==> config.mk <==
export PLATFORM = sky130hd
export DESIGN_NAME = sif_addsub_rsltbuf
export DESIGN_NICKNAME = d
export VERILOG_FILES = /design/src/rtl/sif_pkg.sv /design/src/rtl/sif_fifo_fwft.sv /design/src/rtl/sif_addsub_rsltbuf.sv
export SDC_FILE = /design/constraint.sdc
export NUM_CORES = 1
export LEC_CHECK = 0
export ABC_CLOCK_PERIOD_IN_PS = 6700
export BUFFER_PORTS_ARGS = -buffer_cell sky130_fd_sc_hd__buf_2
export CAP_MARGIN = 20
export CORE_MARGIN = 5
export CORE_UTILIZATION = 45
export CTS_CLUSTER_SIZE = 24
export DETAILED_ROUTE_END_ITERATION = 10
export PLACE_DENSITY_LB_ADDON = 0.2
export SLEW_MARGIN = 0
export SYNTH_ARGS = -nofsm -noshare
export SYNTH_HDL_FRONTEND = slang
export SYNTH_HIERARCHICAL = 1
export SYNTH_SLANG_ARGS = --single-unit
==> constraint.sdc <==
create_clock -name clk -period 6.7 [get_ports clk]
set_input_delay 0.67 -clock clk [delete_from_list [all_inputs] [get_ports clk]]
set_output_delay 0.67 -clock clk [all_outputs]
set_load 0.02 [all_outputs]
==> src/rtl/sif_pkg.sv <==
// rtl/sif_pkg.sv - shared helpers for the add/sub result buffer
package sif_pkg;

  // Count values must reach DEPTH itself, hence one bit beyond the address width.
  function automatic int cnt_width(input int depth);
    return $clog2(depth) + 1;
  endfunction

endpackage

==> src/rtl/sif_fifo_fwft.sv <==
// rtl/sif_fifo_fwft.sv - first-word-fall-through FIFO with explicit occupancy and overflow detect
module sif_fifo_fwft
  import sif_pkg::*;
#(
  parameter int WIDTH = 32,
  parameter int DEPTH = 16,
  localparam int CW = cnt_width(DEPTH),
  localparam int AW = $clog2(DEPTH)
) (
  input  logic             clk,
  input  logic             rst_n,
  input  logic             push_i,
  input  logic [WIDTH-1:0] push_dat_i,
  input  logic             pop_i,
  output logic [WIDTH-1:0] rd_dat_o,
  output logic [CW-1:0]    occupancy_o,
  output logic             empty_o,
  output logic             full_o,
  output logic             ovf_o
);

  logic [WIDTH-1:0] mem_q [DEPTH];
  logic [AW-1:0]    wr_ptr_q, wr_ptr_d;
  logic [AW-1:0]    rd_ptr_q, rd_ptr_d;
  logic [CW-1:0]    occ_q, occ_d;
  logic             push_ok;
  logic             pop_ok;

  assign full_o  = (occ_q == CW'(DEPTH));
  assign empty_o = (occ_q == '0);

  // Push is judged against the pre-pop count, so a push at full is dropped
  // even when a pop frees a slot in the same cycle.
  assign push_ok = push_i & ~full_o;
  assign pop_ok  = pop_i & ~empty_o;
  assign ovf_o   = push_i & full_o;

  always_comb begin
    wr_ptr_d = wr_ptr_q + AW'(push_ok);
    rd_ptr_d = rd_ptr_q + AW'(pop_ok);
    occ_d    = occ_q + CW'(push_ok) - CW'(pop_ok);
  end

  always_ff @(posedge clk or negedge rst_n) begin
    if (!rst_n) begin
      wr_ptr_q <= '0;
      rd_ptr_q <= '0;
      occ_q    <= '0;
    end else begin
      wr_ptr_q <= wr_ptr_d;
      rd_ptr_q <= rd_ptr_d;
      occ_q    <= occ_d;
    end
  end

  always_ff @(posedge clk) begin
    if (push_ok) begin
      mem_q[wr_ptr_q] <= push_dat_i;
    end
  end

  assign rd_dat_o    = mem_q[rd_ptr_q];
  assign occupancy_o = occ_q;

endmodule

==> src/rtl/sif_addsub_rsltbuf.sv <==
// rtl/sif_addsub_rsltbuf.sv - credit-gated result buffer presenting a valid/ready stream
module sif_addsub_rsltbuf
  import sif_pkg::*;
#(
  parameter int WIDTH = 32,
  parameter int DEPTH = 16,
  localparam int CW = cnt_width(DEPTH)
) (
  input  logic             clk,
  input  logic             rst_n,
  input  logic             iss_req,
  output logic             iss_gnt,
  input  logic             R_vld,
  input  logic [WIDTH-1:0] R_dat,
  output logic             S_vld,
  output logic [WIDTH-1:0] S_dat,
  input  logic             S_rdy,
  output logic [CW-1:0]    occupancy,
  output logic [CW-1:0]    credits,
  output logic             ovf_err
);

  logic [CW-1:0] credits_q, credits_d;
  logic          ovf_err_q, ovf_err_d;
  logic          pop;
  logic          fifo_empty;
  logic          fifo_full;
  logic          fifo_ovf;

  sif_fifo_fwft #(
    .WIDTH (WIDTH),
    .DEPTH (DEPTH)
  ) u_fifo (
    .clk         (clk),
    .rst_n       (rst_n),
    .push_i      (R_vld),
    .push_dat_i  (R_dat),
    .pop_i       (pop),
    .rd_dat_o    (S_dat),
    .occupancy_o (occupancy),
    .empty_o     (fifo_empty),
    .full_o      (fifo_full),
    .ovf_o       (fifo_ovf)
  );

  assign S_vld = ~fifo_empty;
  assign pop   = S_vld & S_rdy;

  // credits_q resets to DEPTH, so the grant is also gated by rst_n itself.
  assign iss_gnt = rst_n & iss_req & (credits_q != '0);

  always_comb begin
    credits_d = credits_q;
    ovf_err_d = ovf_err_q | fifo_ovf;
    unique case ({iss_gnt, pop})
      2'b10:   credits_d = credits_q - CW'(1);
      2'b01:   if (credits_q != CW'(DEPTH)) credits_d = credits_q + CW'(1);
      default: credits_d = credits_q;
    endcase
  end

  always_ff @(posedge clk or negedge rst_n) begin
    if (!rst_n) begin
      credits_q <= CW'(DEPTH);
      ovf_err_q <= 1'b0;
    end else begin
      credits_q <= credits_d;
      ovf_err_q <= ovf_err_d;
    end
  end

  assign credits = credits_q;
  assign ovf_err = ovf_err_q;

  logic unused_full;
  assign unused_full = fifo_full;

endmodule

==> flow_summary.ini, run 1 <==
[cts]
post_cts_buffers = 0
hold_buffers = 0
cts.sinks = 531
htree_num_levels = 2
clk_pin_slew_worst_paths_ns = 0.06
cts_tree = built
insertion_delay_ns = 0.59
cts-root-buf = clkbuf_16
postCtsResizedCells = 0
cts_buffer_depth = 3
cts_buffers = 54

[worst_setup_path]
worstSetupEndpointType = output port
critical_path_class = reg -> out
required_ns = 6.03
critPathMaxFanout = 70
crit_arrival_ns = 3.47
startpoint_type = register
crit_slowest_cell = dfrtp_4
max_stage_delay_ns = 1.12
cp_cell_sequence = buf_12 > mux4_2 > a22oi_1 > nand2_1 > buf_2

[route]
vias_per_cell = 5.73
routed-wl-met2_um = 22700
dr_wl_met3_um = 2440
vias = 10316
routedWlPerCell_um = 25.5
ant_nets = 0
drt-total-wl_um = 45900
wl_met1_um = 20100
drt_drc_violations_left = 0
firstDrtPassIters = 5
drt_iter0_drc = 755
routed.top_layer = met5

[layout]
nFillCells = 3672
drive_gt1_share_pct = 23.1
mostFrequentLayoutCells = edfxtp_1 (512), mux2i_1 (130), buf_2 (81), a221oi_1 (64), mux4_2 (64)
area_growth_pct = 13.6
mostFrequentLayoutCell = edfxtp_1
nets = 1209
antenna_cells = 0

[sta]
setup_tns_ns = 0
report.final.slew_viol_count = 0
clock_skew_ns = 0.0203
period_needed_ns = 4.14
finalSetupViolCount = 0
rsz0062_at_grt = false
fin_crit_sh_pct = 61.8
max_freq_mhz = 241
final_hold_viol_count = 0
worst_slew_pin_slew_ns = 1.06
timing.hold.ws_ns = 0.0817
relSlewSlack_pct = 29.2

[power_and_ir_drop]
p_seq_share_pct = 41.2
p_leak_nw = 8.01
sw_frac_of_total_pct = 33.6
combPwrFrac_pct = 31.8
ir_drop_mv = 0.254
power_density_mw_per_mm2 = 442
p_int_mw = 6.93
switchingPower_mw = 3.50
p_clk_share_pct = 27.0

[run_status]
status = finished clean

[synth]
synth_warnings = 6
syn_area_mm2 = 0.0208
synth_edf_count = 512
synth_cell_types = 41
synth-seq-cells = 531
synth_cells = 1047
yosys.area.top_type = edfxtp_1
synth_area_leaders = edfxtp_1 (74%), mux4_2 (6.9%), mux2i_1 (6.3%)
synth_top_cell_area_share_pct = 74.0
seq_area_frac_synth_pct = 76.3
async_flop_share_pct = 3.58
synth_ff_type = edfxtp_1
syn_area_per_cell_um2 = 19.8
syn_nets = 1099

[floorplanning]
placement_rows = 78
design.portCount = 82
initial_core_util_pct = 45.7
die_x_um = 225
die_y_um = 225
die_area_mm2 = 0.0506
core_region_area_mm2 = 0.0455

[global_routing]
grt_max_degree = 72
grt_usage_pct = 18.2
grt_pass1_vias = 10670
grt_overflow_total = 0
grt_antenna_before_repair = 1
grt_pass1_wl_um = 69100

[placement]
port_buffers = 81
place_congestion = 0.756
hpwl_um = 24300

[job]
maxCapViolations = 0

[worst_hold_path]
hp-class = in -> async
==> cell usage after synthesis (2+ instances only) <==
cell type / n
buf_4: 6
dfrtp_1: 18
a22oi_1: 32
nand2_1: 38
a221oi_1: 64
o221ai_1: 2
mux2i_1: 130
o21ai_0: 34
xnor2_1: 7
nor3_1: 6
mux4_2: 64
nand3b_1: 2
nor2_1: 16
and2_1: 2
edfxtp_1: 512
nand2b_1: 4
clkbuf_1: 19
buf_6: 14
fa_1: 2
a21oi_1: 7
xor2_1: 5
inv_1: 13
nand3_1: 2
buf_2: 16
ha_1: 13
a21o_1: 3
nor2b_1: 2
==> power by group through the flow <==
stage | sequential, mW | combinational [mW] | clock [mW]
floorplan | 4.24 | 2.41 | 0
global placement | 4.36 | 3.33 | 0
detailed placement | 4.37 | 3.35 | 0
CTS | 4.30 | 3.36 | 2.89
global route | 4.34 | 3.58 | 3.04
finish | 4.29 | 3.32 | 2.82
==> through the flow <==
| step | instances | power [mW] | utilization [%] | instance area, um2 | worst slack, ns |
|---|---|---|---|---|---|
| detailed placement | 1700 | 7.72 | 48.2 | 21900 | 3.07 |
| CTS | 1799 | 10.5 | 51.9 | 23600 | 2.43 |
| global placement | 1700 | 7.69 | 48.2 | 21900 | 3.13 |
| global route | 1800 | 11.0 | 51.9 | 23600 | 2.32 |
| finish | 1800 | 10.4 | 51.9 | 23600 | 2.56 |
| floorplan | 1047 | 6.66 | - | 20800 | 2.54 |
==> layout make-up <==
type | count | area (um2) | share of cell area [%]
sequential | 531 | 15900 | 67.2
inverter | 13 | 48.8 | 0.207
clock buffer | 65 | 1410 | 5.99
timing repair buffer | 110 | 661 | 2.80
multi-input combinational | 447 | 4630 | 19.6
tap | 600 | 751 | 3.18
clock inverter | 34 | 241 | 1.02
==> path summary, 6_finish.rpt <==
path	slack (ns)	end	from	cells after the start
worst max register to register	3.27	credits[4]	u_fifo/occupancy_o[2]	11
worst min register to register	0.47	ovf_err	ovf_err	1
max in group asynchronous	6.17	u_fifo/rd_ptr_q[0]	rst_n	1
worst max-delay path	2.56	S_dat[2]	u_fifo/rd_ptr_q[0]	5
min in group clk	0.39	ovf_err	R_vld	3
worst min-delay path	0.08	u_fifo/occupancy_o[4]	rst_n	1
==> cell families (layout without fill, tap and decap cells) <==
logic type	count (synthesis)	in the layout	share of synthesized area, %
muxes	194	194	13.2
xor gates and xnor gates	12	12	0.506
and+or+nand+nor	81	81	1.87
DFF	531	531	76.3
buffers and inverters	69	222	1.96
AOI/OAI and AO/OA	145	145	5.19
adders and majority gates	15	15	0.976
==> per-layer routing <==
| layer | global-route usage, % | vias up |
|---|---|---|
| met5 | 0 | - |
| met4 | 3.87 | 2 |
| met3 | 3.38 | 60 |
| met2 | 29.7 | 262 |
| met1 | 26.1 | 5439 |
| li1 | - | 4553 |
==> registers in the layout, indices dropped and copies added (netlist names) <==
signal,cells
credits,5
u_fifo/wr_ptr_q,4
u_fifo/rd_ptr_q,4
u_fifo/mem_q,512
ovf_err,1
u_fifo/occupancy_o,5
==> critical path: cells and delay by family (launching register included) <==
family          cells  cell delay [ns]
compound gates      1             0.20
mux                 1             0.57
simple gates        1             0.19
flops               1             1.12
buf+inv             2             0.73
(Power assumes the default switching activity.)
==> inputs of run 2 (changes only) <==
--- a/config.mk
+++ b/config.mk
@@ -5,7 +5,7 @@
 export SDC_FILE = /design/constraint.sdc
 export NUM_CORES = 1
 export LEC_CHECK = 0
-export ABC_CLOCK_PERIOD_IN_PS = 6700
+export ABC_CLOCK_PERIOD_IN_PS = 3850
 export BUFFER_PORTS_ARGS = -buffer_cell sky130_fd_sc_hd__buf_2
 export CAP_MARGIN = 20
 export CORE_MARGIN = 5
==> constraint.sdc (replaced) <==
create_clock -name clk -period 3.85 [get_ports clk]
set_input_delay 0.385 -clock clk [delete_from_list [all_inputs] [get_ports clk]]
set_output_delay 0.385 -clock clk [all_outputs]
set_load 0.02 [all_outputs]
==> run 2 against run 1 <==
- non-clock buffer count is 8 higher
- total power is 76% higher
- cell area is 1.4% higher
- cell count is 0.56% higher
- via count is 1.0% lower
- sequential share of layout area is 0.90 points lower
- setup slack worse by 2.1 ns
- wire length is 3.1% lower
- combinational power is 81% higher
- clock power is 77% higher
- clock skew is 0.00096 ns higher
- register-to-register slack worse by 2.7 ns
- critical endpoint is now S_dat[11]
==> flow_summary.ini, run 2 (synthesized netlist as in run 1, its figures left out) <==
[worst_setup_path]
startpoint_type = register
critPathMaxFanout = 31
cpLargestDelayFamily = flip-flops
critical_path_class = reg -> out
cp_cell_sequence = buf_4 > mux4_2 > a22oi_1 > nand2_1 > buf_2
crit_slowest_cell = dfrtp_4
crit_arrival_ns = 3.03
worstSetupEndpointType = output port
crit_buf_inv = 2
max_stage_delay_ns = 0.83
required_ns = 3.46

[layout]
mostFrequentLayoutCells = edfxtp_1 (512), mux2i_1 (130), buf_2 (81), a221oi_1 (64), mux4_2 (64)
antenna_cells = 0
largest_register_ffs = 512
drive_gt1_share_pct = 24.0
nFillCells = 3645
finalCoreUtilization_pct = 52.6
area_growth_pct = 15.2
top_register = u_fifo/mem_q
nets = 1217
mostFrequentLayoutCell = edfxtp_1

[cts]
clk_pin_slew_worst_paths_ns = 0.06
insertion_delay_ns = 0.60
cts_tree = built
cts-root-buf = clkbuf_16
cts_buffers = 54
cts_buffer_depth = 3
cts.sinks = 531
htree_num_levels = 2

[placement]
place_congestion = 0.753
hpwl_um = 25500
port_buffers = 81

[route]
drt_drc_violations_left = 0
drt-total-wl_um = 44500
drt_iter0_drc = 673
ant_nets = 0
firstDrtPassIters = 7
routedWlPerCell_um = 24.6
vias = 10208
vias_per_cell = 5.64

[sta]
fin_crit_sh_pct = 88.8
clock_skew_ns = 0.0213
rsz0062_at_grt = false
max_freq_mhz = 293
finalSetupViolCount = 0
final_hold_viol_count = 0
setup_tns_ns = 0
worst_slew_pin_slew_ns = 0.970
report.final.slew_viol_count = 0
period_needed_ns = 3.42
relSlewSlack_pct = 35.2

[global_routing]
grt_overflow_total = 0
grt_pass1_vias = 10560
grt_max_degree = 41
grt_usage_pct = 17.8
grt_antenna_before_repair = 1
grt_pass1_wl_um = 67800

[floorplanning]
initial_core_util_pct = 45.7
placement_rows = 78
die_area_mm2 = 0.0506
design.portCount = 82
core_region_area_mm2 = 0.0455
die_x_um = 225
die_y_um = 225

[run_status]
status = finished clean

[power_and_ir_drop]
power_density_mw_per_mm2 = 768
p_leak_nw = 8.12
ir_drop_mv = 0.408

[job]
maxCapViolations = 0

[worst_hold_path]
hp-class = in -> reg
-- run 2: cell types whose count changed in the layout (fill, tap and decap cells not counted), sizes merged --
cell         change
inv              -2
buf              +7
clkbuf           +5
dlygate4sd3      +1
clkinv           -1
-- run 2: path summary, 6_finish.rpt --
path | from | to | slack (ns) | cells after the start
worst max-delay path | u_fifo/rd_ptr_q[0] | S_dat[11] | 0.43 | 5
worst min-delay path | R_vld | ovf_err | 0.11 | 3
worst max register to register | u_fifo/occupancy_o[2] | credits[4] | 0.59 | 11
worst min register to register | ovf_err | ovf_err | 0.47 | 1
max in group asynchronous | rst_n | credits[4] | 3.25 | 3
min in group asynchronous | rst_n | credits[0] | 0.33 | 3
-- run 2: worst register-to-register path, stage by stage, from the launching register on --
cell	delay [ns]
dfrtp_1	0.39
inv_1	0.09
ha_1	0.17
nor4b_1	0.44
nand2b_1	0.32
inv_1	0.15
o21ai_0	0.24
ha_1	0.37
a21o_1	0.16
a21oi_1	0.31
mux2i_1	0.13
a2111o_1	0.42
-- run 2: area by class of cell --
cell class,instances,area [um2],share of cell area [%]
clock buffer,70,1460,6.11
clock inverter,31,253,1.06
inverter,13,48.8,0.204
multi-input combinational,447,4660,19.5
sequential,531,15900,66.3
tap,600,751,3.14
timing repair buffer,118,898,3.75
-- run 2: through the flow --
step | hold WS [ns] | power [mW] | cells | instance area [um2] | worst slack [ns]
6_report | 0.113 | 18.4 | 1810 | 23900 | 0.431
2_1_floorplan | 0.0894 | 11.6 | 1047 | 20800 | 0.547
5_1_grt | 0.127 | 19.3 | 1810 | 23900 | 0.113
4_1_cts | 0.0818 | 18.7 | 1810 | 23900 | 0.354
3_5_place_dp | 0.414 | 13.6 | 1708 | 22200 | 0.541
3_3_place_gp | 0.412 | 13.5 | 1708 | 22200 | 0.687
-- run 2: per-layer routing --
metal  up-vias  routed length, um  GRT usage (%)
li1       4583                  -              -
met1      5344              19100           24.6
met2       219              22600           29.8
met3        60               1930           2.68
met4         2                879           4.93
met5         -                 20              0
-- run 2: timing repair --
| item | CTS | global route |
|---|---|---|
| hold buffers | 1 | 0 |
| endpoints found under the hold margin | 18 | 0 |
| resized for setup | 0 | 0 |
| setup buffers | 0 | 0 |
-- run 2: power by group --
group          internal, mW  total [mW]  switching [mW]
sequential             7.02        7.37           0.346
combinational          2.34        6.02            3.68
clock                  2.88        5.00            2.12
